File: config.mk
export PLATFORM = sky130hd
export DESIGN_NAME = ps2_mouse_regs
export DESIGN_NICKNAME = d
export VERILOG_FILES = /design/src/rtl/mouse_pkg.sv /design/src/rtl/ps2_rx.sv /design/src/rtl/ps2_mouse_regs.sv
export SDC_FILE = /design/constraint.sdc
export NUM_CORES = 1
export LEC_CHECK = 0
export CAP_MARGIN = 20
export CORE_MARGIN = 2
export CORE_UTILIZATION = 60
export DETAILED_ROUTE_END_ITERATION = 16
export GPL_ROUTABILITY_DRIVEN = 1
export PLACE_DENSITY = 0.75
export SYNTH_ARGS = -nofsm -noshare
export SYNTH_HDL_FRONTEND = slang
export SYNTH_SLANG_ARGS = --single-unit
File: constraint.sdc
create_clock -name clk -period 2.5 [get_ports clk]
set_clock_uncertainty 0.05 [all_clocks]
set_input_delay 0.375 -clock clk [delete_from_list [all_inputs] [get_ports clk]]
set_output_delay 0.375 -clock clk [all_outputs]
set_load 0.02 [all_outputs]
File: src/rtl/mouse_pkg.sv
// Shared constants, packet FSM state type and the cursor clamp helper for the
// PS/2 mouse register block.
package mouse_pkg;

   localparam int unsigned ADDR_W = 2;
   localparam int unsigned REG_W  = 8;
   localparam int unsigned ACC_W  = 10;

   localparam logic [ADDR_W-1:0] REG_STATUS = 2'd0;
   localparam logic [ADDR_W-1:0] REG_X      = 2'd1;
   localparam logic [ADDR_W-1:0] REG_Y      = 2'd2;
   localparam logic [ADDR_W-1:0] REG_ERR    = 2'd3;

   localparam int unsigned BTN_L   = 0;
   localparam int unsigned BTN_R   = 1;
   localparam int unsigned BTN_M   = 2;
   localparam int unsigned ALWAYS1 = 3;
   localparam int unsigned XS      = 4;
   localparam int unsigned YS      = 5;
   localparam int unsigned XOV     = 6;
   localparam int unsigned YOV     = 7;

   typedef enum logic [1:0] {
      WAIT_B0 = 2'd0,
      WAIT_B1 = 2'd1,
      WAIT_B2 = 2'd2
   } pkt_state_t;

   // Clamp a signed candidate position into [0, vmax].
   function automatic logic [REG_W-1:0] clamp_loc(input logic signed [ACC_W-1:0] v,
                                                   input logic [REG_W-1:0] vmax);
      logic signed [ACC_W-1:0] hi;
      hi = $signed({2'b00, vmax});
      if (v < 10'sd0) return 8'd0;
      if (v > hi)     return vmax;
      return v[REG_W-1:0];
   endfunction

endpackage

File: src/rtl/ps2_rx.sv
// PS/2 device-to-host byte receiver: synchronisers, falling-edge detect,
// 11-bit frame shifter, odd-parity/stop check. Extra abort/busy/edge ports exist
// only when PS2_MOUSE_TIMEOUT_EN is defined.
module ps2_rx (
   input  logic       clk,
   input  logic       rst,
   input  logic       ps2_clk,
   input  logic       ps2_data,
`ifdef PS2_MOUSE_TIMEOUT_EN
   input  logic       abort,
   output logic       busy,
   output logic       ps2_fall_c,
`endif
   output logic [7:0] rx_byte,
   output logic       byte_ok,
   output logic       byte_err
);

   localparam int unsigned CNT_W = 4;

   logic             clk_s1, clk_s2, clk_prev;
   logic             dat_s1, dat_s2;
   logic [CNT_W-1:0] cnt;
   logic [7:0]       shreg;
   logic             par;
   logic             fall_c;
   logic             abort_c;

`ifdef PS2_MOUSE_TIMEOUT_EN
   assign abort_c    = abort;
   assign ps2_fall_c = fall_c;
`else
   logic busy;
   assign abort_c = 1'b0;
`endif

   assign fall_c = clk_prev & ~clk_s2;

   // Synchronisers idle high so reset release never fakes a falling edge.
   always_ff @(posedge clk) begin
      if (!rst) begin
         clk_s1   <= 1'b1;
         clk_s2   <= 1'b1;
         clk_prev <= 1'b1;
         dat_s1   <= 1'b1;
         dat_s2   <= 1'b1;
         busy     <= 1'b0;
         cnt      <= '0;
         shreg    <= '0;
         par      <= 1'b0;
         rx_byte  <= '0;
         byte_ok  <= 1'b0;
         byte_err <= 1'b0;
      end else begin
         clk_s1   <= ps2_clk;
         clk_s2   <= clk_s1;
         clk_prev <= clk_s2;
         dat_s1   <= ps2_data;
         dat_s2   <= dat_s1;
         byte_ok  <= 1'b0;
         byte_err <= 1'b0;
         if (abort_c) begin
            busy <= 1'b0;
            cnt  <= '0;
         end else if (fall_c) begin
            if (!busy) begin
               if (!dat_s2) begin
                  busy <= 1'b1;
                  cnt  <= CNT_W'(1);
               end
            end else if (cnt <= CNT_W'(8)) begin
               shreg <= {dat_s2, shreg[7:1]};
               cnt   <= cnt + CNT_W'(1);
            end else if (cnt == CNT_W'(9)) begin
               par <= dat_s2;
               cnt <= CNT_W'(10);
            end else begin
               busy    <= 1'b0;
               cnt     <= '0;
               rx_byte <= shreg;
               if ((^{shreg, par}) && dat_s2) byte_ok  <= 1'b1;
               else                           byte_err <= 1'b1;
            end
         end
      end
   end

endmodule

File: src/rtl/ps2_mouse_regs.sv
// PS/2 mouse packet decoder with clamped absolute cursor registers and a
// combinational read port. PS2_MOUSE_TIMEOUT_EN adds an inactivity resync.
import mouse_pkg::*;

module ps2_mouse_regs #(
   parameter logic [7:0] X_MAX = 8'd255,
   parameter logic [7:0] Y_MAX = 8'd255
`ifdef PS2_MOUSE_TIMEOUT_EN
   ,
   parameter int unsigned TIMEOUT_CYCLES = 50000
`endif
) (
   input  logic              clk,
   input  logic              rst,
   input  logic              ps2_clk,
   input  logic              ps2_data,
   input  logic [ADDR_W-1:0] addr,
   output logic [REG_W-1:0]  data,
   output logic              packet_stb
);

   logic [REG_W-1:0] rx_byte;
   logic             byte_ok, byte_err;
   logic             timeout_c;

   pkt_state_t       state, state_nxt;
   logic             lat0_c, lat1_c, apply_c;
   logic [REG_W-1:0] b0, b1;
   logic [REG_W-1:0] status, x_loc, y_loc, err_cnt;
   logic signed [ACC_W-1:0] dx_c, dy_c, nx_c, ny_c;
   logic [REG_W-1:0] new_x_c, new_y_c;

`ifdef PS2_MOUSE_TIMEOUT_EN
   localparam int unsigned TO_W = $clog2(TIMEOUT_CYCLES + 1);
   logic            rx_busy;
   logic            ps2_fall_c;
   logic [TO_W-1:0] idle_cnt;

   ps2_rx u_rx (
      .clk        (clk),
      .rst        (rst),
      .ps2_clk    (ps2_clk),
      .ps2_data   (ps2_data),
      .abort      (timeout_c),
      .busy       (rx_busy),
      .ps2_fall_c (ps2_fall_c),
      .rx_byte    (rx_byte),
      .byte_ok    (byte_ok),
      .byte_err   (byte_err)
   );

   // Inactivity counter, cleared by every PS/2 clock falling edge.
   always_ff @(posedge clk) begin
      if (!rst)                                     idle_cnt <= '0;
      else if (ps2_fall_c)                          idle_cnt <= '0;
      else if (idle_cnt != TO_W'(TIMEOUT_CYCLES))   idle_cnt <= idle_cnt + TO_W'(1);
   end

   assign timeout_c = (idle_cnt == TO_W'(TIMEOUT_CYCLES)) && (rx_busy || (state != WAIT_B0));
`else
   ps2_rx u_rx (
      .clk      (clk),
      .rst      (rst),
      .ps2_clk  (ps2_clk),
      .ps2_data (ps2_data),
      .rx_byte  (rx_byte),
      .byte_ok  (byte_ok),
      .byte_err (byte_err)
   );

   assign timeout_c = 1'b0;
`endif

   always_ff @(posedge clk) begin
      if (!rst) state <= WAIT_B0;
      else      state <= state_nxt;
   end

   // Packet assembly; bytes without the always-one bit are dropped to realign.
   always_comb begin
      state_nxt = state;
      lat0_c    = 1'b0;
      lat1_c    = 1'b0;
      apply_c   = 1'b0;
      if (byte_err) begin
         state_nxt = WAIT_B0;
      end else if (byte_ok) begin
         case (state)
            WAIT_B0: if (rx_byte[ALWAYS1]) begin
               lat0_c    = 1'b1;
               state_nxt = WAIT_B1;
            end
            WAIT_B1: begin
               lat1_c    = 1'b1;
               state_nxt = WAIT_B2;
            end
            WAIT_B2: begin
               apply_c   = 1'b1;
               state_nxt = WAIT_B0;
            end
            default: state_nxt = WAIT_B0;
         endcase
      end
      if (timeout_c) state_nxt = WAIT_B0;
   end

   // Screen y grows downward while PS/2 dy is positive upward.
   always_comb begin
      dx_c    = {b0[XS], b0[XS], b1};
      dy_c    = {b0[YS], b0[YS], rx_byte};
      nx_c    = $signed({2'b00, x_loc}) + dx_c;
      ny_c    = $signed({2'b00, y_loc}) - dy_c;
      new_x_c = clamp_loc(nx_c, X_MAX);
      new_y_c = clamp_loc(ny_c, Y_MAX);
   end

   always_ff @(posedge clk) begin
      if (!rst) begin
         b0         <= '0;
         b1         <= '0;
         status     <= '0;
         x_loc      <= '0;
         y_loc      <= '0;
         err_cnt    <= '0;
         packet_stb <= 1'b0;
      end else begin
         packet_stb <= apply_c;
         if (lat0_c) b0 <= rx_byte;
         if (lat1_c) b1 <= rx_byte;
         if (apply_c) begin
            status <= b0;
            if (!b0[XOV]) x_loc <= new_x_c;
            if (!b0[YOV]) y_loc <= new_y_c;
         end
         if (byte_err && (err_cnt != 8'hFF)) err_cnt <= err_cnt + REG_W'(1);
      end
   end

   always_comb begin
      data = '0;
      case (addr)
         REG_STATUS: data = status;
         REG_X:      data = x_loc;
         REG_Y:      data = y_loc;
         REG_ERR:    data = err_cnt;
         default:    data = '0;
      endcase
   end

endmodule

# After elaboration in Yosys (flattened, before gate mapping)
# Cells that the tools add are included.
# op_classes
add_sub_neg,4
n_lt_le_gt_ge,5
eq_ne,9
n_mux,37
bitwise,9
reduce_logical,14
# op_table
operator,n
$mux 8,8
$pmux 8 s4,1
$mux 1,22
$gt 10x9->1 const B,2
$lt 10x1->1 const B,2
$mux 4,4
$add 9x9->10,1
$sub 9x9->10,1
$reduce_xor 9->1,1
$add 8x1->8 const B,1
$ne 8x8->1 const B,1
$not 1->1,8
$reduce_and 2->1,4
$reduce_and 4->1,2
$eq 2x2->1 const B,3
$reduce_or 5->1,1
$add 4x1->4 const B,1
$eq 2x1->1 const B,2
$eq 4x4->1 const B,1
$le 4x4->1 const B,1
$logic_not 2->1,2
$pmux 2 s2,1
$reduce_and 3->1,1
$logic_and 1x1->1,2
5 further kinds,5
# totals
ff_bits,80
input_bits,6
output_inout_bits,9

# Longest topological paths before layout
# Gate-level depths: netlist of the first run.
# depth
depth_word,6
mapped_depth,10
mapped_depth_nobuf,10

# By module
# Synthesis of the first run repeated with hierarchy kept, for this count alone.
# unflattened
hier_cells,455
area_unflattened_um2,4395.5
# by_module_without_submodules
mod,instances,cells_each,area_per_inst_um2
ps2_mouse_regs,1,333,3159.3
ps2_rx,1,122,1236.2

# Worst setup path after synthesis of the first run
# Ideal clock, no wire load.
# synth_timing
path_kind,reg2reg
startpoint,register u_rx.rx_byte[0]
endpoint,register y_loc[0]
setup_ns,0.064
arrival_time_ns,2.062
required_time_ns,2.386
setup_slack_ns,0.325
path_stages_with_launch,9
path_cell_list,dfxtp_1 -> ha_1 -> inv_1 -> fa_1 -> a211oi_2 -> o21ai_0 -> a2111oi_1 -> o211ai_2 -> nand3_1
# synth_via
elab_chain_cells,6
# synth_lines
item,line,text
"start, declared",ps2_rx.sv:14,"output logic [7:0] rx_byte,"
"start signal, assigned",ps2_rx.sv:80,rx_byte <= shreg;
$sub 9x9->10 *,ps2_mouse_regs.sv:112,"ny_c = $signed({2'b00, y_loc}) - dy_c;"
$gt 10x9->1,mouse_pkg.sv:35,if (v > hi) return vmax;
$mux 1 (2 in series),mouse_pkg.sv:35,
$mux 8,mouse_pkg.sv:36,return v[REG_W-1:0];
$mux 8 *,mouse_pkg.sv:35,
"end signal, assigned",ps2_mouse_regs.sv:133,if (!b0[YOV]) y_loc <= new_y_c;
"end, declared",ps2_mouse_regs.sv:29,"logic [REG_W-1:0] status, x_loc, y_loc, err_cnt;"
# Mark *: on every way between the ends. The rest lies on a longest branch, timed or not. The select of a mux whose other input is x is not followed.
# A chain may end at the register's enable or synchronous reset.

# Final worst setup path of the first run
# Ends and elaborated chain as after synthesis.

==> results of run 1 <==
==> flip-flops by register name (all words and copies together) (netlist names), 2 cells and up <==
signal and flops:
b0 8, u_rx.cnt 4, x_loc 8, u_rx.rx_byte 8
u_rx.shreg 8, err_cnt 8, state 2, y_loc 8
b1 8, status 8
==> Yosys cell counts, drive strengths merged, types with 10 or more instances <==
cell	instances
clkbuf	10
nand2b	15
dfxtp	80
xnor2	21
a21oi	40
mux2i	27
nand2	40
nor2	67
inv	19
ha	20
o21ai	17
==> critical path, cell delays in order (launching register included) <==
cell and delay [ns]:
dfxtp_1 0.38, ha_1 0.19, inv_1 0.05, fa_1 0.42, a211oi_2 0.32, o21ai_1 0.16
a31oi_1 0.20, nor2b_1 0.08, o211ai_2 0.15, buf_4 0.17, nand3_1 0.07
==> final cells by class <==
cell class,instances,share of cell area [%]
multi-input combinational,329,50.8
sequential,80,35.3
timing repair buffer,27,5.10
clock buffer,9,2.73
clock inverter,6,2.40
tap,77,2.12
inverter,19,1.57
==> routing by layer <==
layer / up-vias / track usage [%] / wire, um
met3: 13 / 4.62 / 258
met1: 1468 / 34.1 / 4180
met2: 43 / 42.8 / 4160
li1: 1589 / - / -
met5: - / 0 / 0
met4: 0 / 9.38 / 157
==> final timing paths <==
kind | slack, ns | endpoint | startpoint
max | 0.15 | y_loc[0] | u_rx.rx_byte[0]
min | 0.36 | u_rx.dat_s2 | u_rx.dat_s1
max reg2reg | 0.15 | y_loc[0] | u_rx.rx_byte[0]
min reg2reg | 0.36 | u_rx.dat_s2 | u_rx.dat_s1
==> power breakdown <==
part | total [uW] | switching, uW | leakage, uW | internal, uW
sequential | 1280 | 2.49 | 0.000645 | 1280
combinational | 53.2 | 32.2 | 0.00104 | 21.0
clock | 1110 | 455 | 0.000119 | 656
total | 2440 | 490 | 0.00180 | 1950
==> cell usage in the layout (no fill, tap or decap), drive strengths merged, types with 3 or more instances in the layout <==
master,count
clkdlybuf4s50,6
o21a,3
nand2,40
bufinv,3
xnor2,21
nor2b,5
o211ai,5
nand2b,15
xor2,4
buf,13
nand3,6
dlygate4sd2,7
mux4,8
ha,20
clkinv,3
a21oi,40
nand4,3
dfxtp,80
nor3,6
a211oi,5
nor2,67
nor3b,5
o21ai,17
a22oi,8
clkbuf,9
inv,19
mux2i,27
==> what timing repair did <==
item                                    CTS  global route
setup buffers                             0             3
endpoints found under the setup margin    7             9
gates resized for setup                   7             3
pin swaps                                 0             2
hold endpoints to repair                  0             0
==> logic make-up after synthesis <==
kind of cell             after synthesis
multiplexers                          35
flip-flops                            80
adder cells (fa/ha/maj)               22
buffers and inverters                 37
XOR/XNOR                              25
AND/OR/NAND/NOR                      158
AO/OA/AOI/OAI                         89
==> stage by stage <==
step | worst slack (ns) | hold WS (ns) | cells | area (um2)
after detailed placement | -0.0644 | 0.347 | 529 | 4280
after global placement | -0.0241 | 0.339 | 529 | 4280
after floorplan | 0.325 | 0.336 | 446 | 4050
after global routing | 0.0258 | 0.380 | 547 | 4540
final | 0.145 | 0.363 | 547 | 4540
after CTS | 0.00675 | 0.366 | 544 | 4510
==> flow_summary.toml, run 1 <==
[outcome]
status = "finished clean"

[sta]
period_share_pct = 94.2
finalSetupTns_ns = 0
finalSetupViolations = 0
rsz0062_at_grt = "false"
hold_viol_final = 0
slew_viol_final = 0
tightest_slew_ns = 0.713
final.min_clock_period_ns = 2.35
slew_headroom_pct = 52.3
fmax_mhz = 425

[synthesis]
synth_top_family_by_area = "simple AND/OR/NAND/NOR gates"
post-synth-top-area-fraction_pct = 39.6
synth_mux_area_share_pct = 11.4
synth_area_per_cell_um2 = 9.07
ys_types = 50
yosys_warnings = 0
yosys.area.top_type = "dfxtp_1"
yosys.area_share.simple_pct = 18.2
synth-seq-cells = 80
synth_xor_area_share_pct = 5.41
ys_async_sr_fraction_pct = 0
synth_fa_ha_area_share_pct = 7.17
synth_edf_count = 0
syn_area_mm2 = 0.00405
synth-compound-area-share_pct = 14.6
netlist_instances = 446
synth.yosys.seq_area_share_pct = 39.6
synth_ff_type = "dfxtp_1"
yosys-top-cells-area = "dfxtp_1, mux2i_1, nor2_1"
synth_nets = 474

[clocking]
htreeDepth = 3
insertion_delay_ns = 0.35
cts_sinks = 80
cts_root_buf = "clkbuf_8"
cts_made_buffers = 9
clkSlewWorstSetupHoldPaths_ns = 0.08
clockBufferDepth = 2
cts_tree = "done"
hold_buffers = 0

[global_routing]
overflow = 0
grt_pass1_wl_mm = 14.7
grt_pass1_vias = 3057
grt_max_degree = 58
grt_antenna_before_repair = 0
track_usage_pct = 25.9

[finish]
seqCellArea_mm2 = 0.00160
final_nets = 494
antenna_cells = 0
fillers = 487
drive_gt1_share_pct = 10.2
area_growth_pct = 12.1
final_util_pct = 70.6
multi_input_area_mm2 = 0.00230

[power]
power.density_mw_per_mm2 = 539
p_leak_uw = 0.00180
vdd_ir_drop_max_mv = 0.526
total_power_uw = 2440

[run]
cap_viol_max_count = 0

[die]
start_util_pct = 63.0
core_area_mm2 = 0.00642
die_x_um = 86.1
rows = 29
boundaryPins = 15
die_y_um = 86.1
dieArea_mm2 = 0.00742

[detailed_routing]
drt_wl_total_mm = 8.75
drc = 0
vias = 3113
viasPerCell = 5.69
drt_iter0_drc = 181
avgRoutedWirePerCell_um = 16.0
drtPass1Iterations = 4
drtAntennaViolNets = 0

[placement]
dp_hpwl_mm = 6.41
port_buffers = 14
place_congestion = 0.882

[worst_setup_path]
worst_ep_required_time_ns = 2.69
cp_max_fo = 8
cp-end-kind = "register"
rr_worst_depth = 10
worstSetupStartpointType = "register"
crit_type = "register to register"
arrival_ns = 2.54

[hold_path]
hp-class = "register to register"
hold_depth = 1
(Power assumes the default switching activity.)
==> inputs of run 2 (changes only) <==
--- a/config.mk
+++ b/config.mk
@@ -6,11 +6,12 @@
 export NUM_CORES = 1
 export LEC_CHECK = 0
 export CAP_MARGIN = 20
-export CORE_MARGIN = 2
-export CORE_UTILIZATION = 60
+export CORE_MARGIN = 8
+export CORE_UTILIZATION = 55
 export DETAILED_ROUTE_END_ITERATION = 16
 export GPL_ROUTABILITY_DRIVEN = 1
-export PLACE_DENSITY = 0.75
+export PLACE_DENSITY = 0.72
 export SYNTH_ARGS = -nofsm -noshare
 export SYNTH_HDL_FRONTEND = slang
 export SYNTH_SLANG_ARGS = --single-unit
+export TNS_END_PERCENT = 100
==> constraint.sdc (replaced) <==
create_clock -name clk -period 1.91 [get_ports clk]
set_clock_uncertainty 0.05 [all_clocks]
set_input_delay 0.2865 -clock clk [delete_from_list [all_inputs] [get_ports clk]]
set_output_delay 0.2865 -clock clk [all_outputs]
set_load 0.02 [all_outputs]
==> run 2 against run 1 <==
The run now ends with negative setup slack left. Sequential power rose by 30%. Highest routed layer unchanged. Clock power rose by 8%. Critical path depth grew 1. Sequential share of layout area is 4.2 points lower. Register-to-register slack worse by 0.36 ns.
==> flow_summary.toml, run 2 (synthesized netlist as in run 1, its figures left out) <==
[die]
die_x_um = 102
core_area_mm2 = 0.00718
start_util_pct = 56.4
rows = 31
boundaryPins = 15
die_y_um = 102
dieArea_mm2 = 0.0104

[power]
vdd_ir_drop_max_mv = 0.575
power.density_mw_per_mm2 = 570
p_leak_uw = 0.00208
seqPwrFrac_pct = 56.7
pwr-share-comb_pct = 2.6
p_clk_share_pct = 40.7
power.switching_uw = 651
p_int_uw = 2300
swShare_pct = 22.0

[outcome]
violations = "negative setup slack"
status = "finished with violations"

[worst_setup_path]
worst_ep_required_time_ns = 2.09
crit_chain = "inv_2 > ha_4 > inv_2 > fa_2 > a211oi_4 > o21ai_2 > a31oi_1 > nor2b_1 > o211ai_2 > buf_6 > nand2_1"
arrival_ns = 2.31
slowest_delay_ns = 0.36
crit_buf_inv = 3
cp_max_fo = 6
worstSetupStartpointType = "register"
critical_path.slowest_cell = "fa_2"
crit_type = "register to register"
crit_family = "compound AO/OA/AOI/OAI gates"
cp-end-kind = "register"
crit_path_frequent_cell = "inv_2"

[detailed_routing]
drtPass1Iterations = 4
vias = 3472
drt_iter0_drc = 284
viasPerCell = 5.51
drt_wl_total_mm = 10.1
avgRoutedWirePerCell_um = 16.0
drc = 0
drtAntennaViolNets = 0

[clocking]
insertion_delay_ns = 0.35
cts_tree = "done"
cts_root_buf = "clkbuf_8"
clkSlewWorstSetupHoldPaths_ns = 0.08
clockBufferDepth = 2
htreeDepth = 3
hold_buffers = 0
cts_made_buffers = 9
cts_sinks = 80

[placement]
dp_hpwl_mm = 7.24
port_buffers = 14
place_congestion = 0.884
placed_area_mm2 = 0.00483

[finish]
fillers = 538
area_growth_pct = 28.0
seqCellArea_mm2 = 0.00161
final_nets = 554
final_common_cell = "dfxtp_1"
multi_input_area_mm2 = 0.00249
antenna_cells = 0
final_area_mm2 = 0.00518
mostFrequentLayoutCells = "dfxtp_1, buf_4, nor2_1"
drive_gt1_share_pct = 29.6

[sta]
rsz0062_at_grt = "true"
setup_ws_ns = -0.215
finalSetupTns_ns = -1.95
fmax_mhz = 470
hold_viol_final = 0
tightest_slew_ns = 0.686
holdWs_ns = 0.359
slew_viol_final = 0
final.min_clock_period_ns = 2.13
period_share_pct = 111
slew_headroom_pct = 54.1
finalSetupViolations = 15

[hold_path]
hp-class = "register to register"

[global_routing]
track_usage_pct = 20.7
grt_max_degree = 40
grt_pass1_vias = 3529
overflow = 0
grt_antenna_before_repair = 0
grt_pass1_wl_mm = 16.7

[run]
cap_viol_max_count = 0
## run 2: worst paths after layout
| path | start | endpoint | slack, ns | cells after the start |
|---|---|---|---|---|
| setup / recovery | y_loc[0] | y_loc[7] | -0.22 | 11 |
| setup reg to reg | y_loc[0] | y_loc[7] | -0.22 | 11 |
| hold reg to reg | u_rx.dat_s1 | u_rx.dat_s2 | 0.36 | 1 |
| hold / removal | u_rx.dat_s1 | u_rx.dat_s2 | 0.36 | 1 |
## run 2: repair_timing
action / in CTS / in global routing
endpoints found under the setup margin: 24 / 20
resized for setup: 61 / 12
pin swaps: 15 / 10
buffers inserted: 2 / 1
## run 2: layout make-up
class	count	area share [%]
multi-input combinational	329	48.2
timing repair buffer	87	13.2
tap	99	2.39
inverter	19	1.43
clock inverter	6	1.16
sequential	80	31.2
clock buffer	10	2.46
## run 2: routing by layer
metal	track usage, %	vias up	wire length, um	share of wire (%)
li1	-	1708	-	-
met3	5.02	34	455	4.5
met1	24.5	1647	4410	44
met2	33.8	83	4790	47
met5	0	-	0	0
met4	11.2	0	442	4.4
## run 2: power groups by stage
stage                     registers [uW]  clock network, uW  logic, uW
after floorplan                     1710                  0       43.8
after global placement              1710                  0       76.4
after detailed placement            1710                  0       78.4
after CTS                           1670               1220       78.0
after global routing                1670               1290       82.9
final                               1670               1200       77.3
## run 2: stage by stage
step	power (uW)	worst slack [ns]	std cells	util [%]
finish	2950	-0.215	630	72.2
global route	3050	-0.341	630	72.2
CTS	2970	-0.172	629	71.8
detailed placement	1790	-0.460	612	67.3
global placement	1790	-0.455	612	67.3
floorplan	1760	-0.0749	446	-
## run 2: worst register-to-register path, cell delays in order, from the launching register on
cell      delay, ns
dfxtp_2        0.33
inv_2          0.06
ha_4           0.12
inv_2          0.03
fa_2           0.36
a211oi_4       0.25
o21ai_2        0.13
a31oi_1        0.18
nor2b_1        0.08
o211ai_2       0.20
buf_6          0.16
nand2_1        0.07
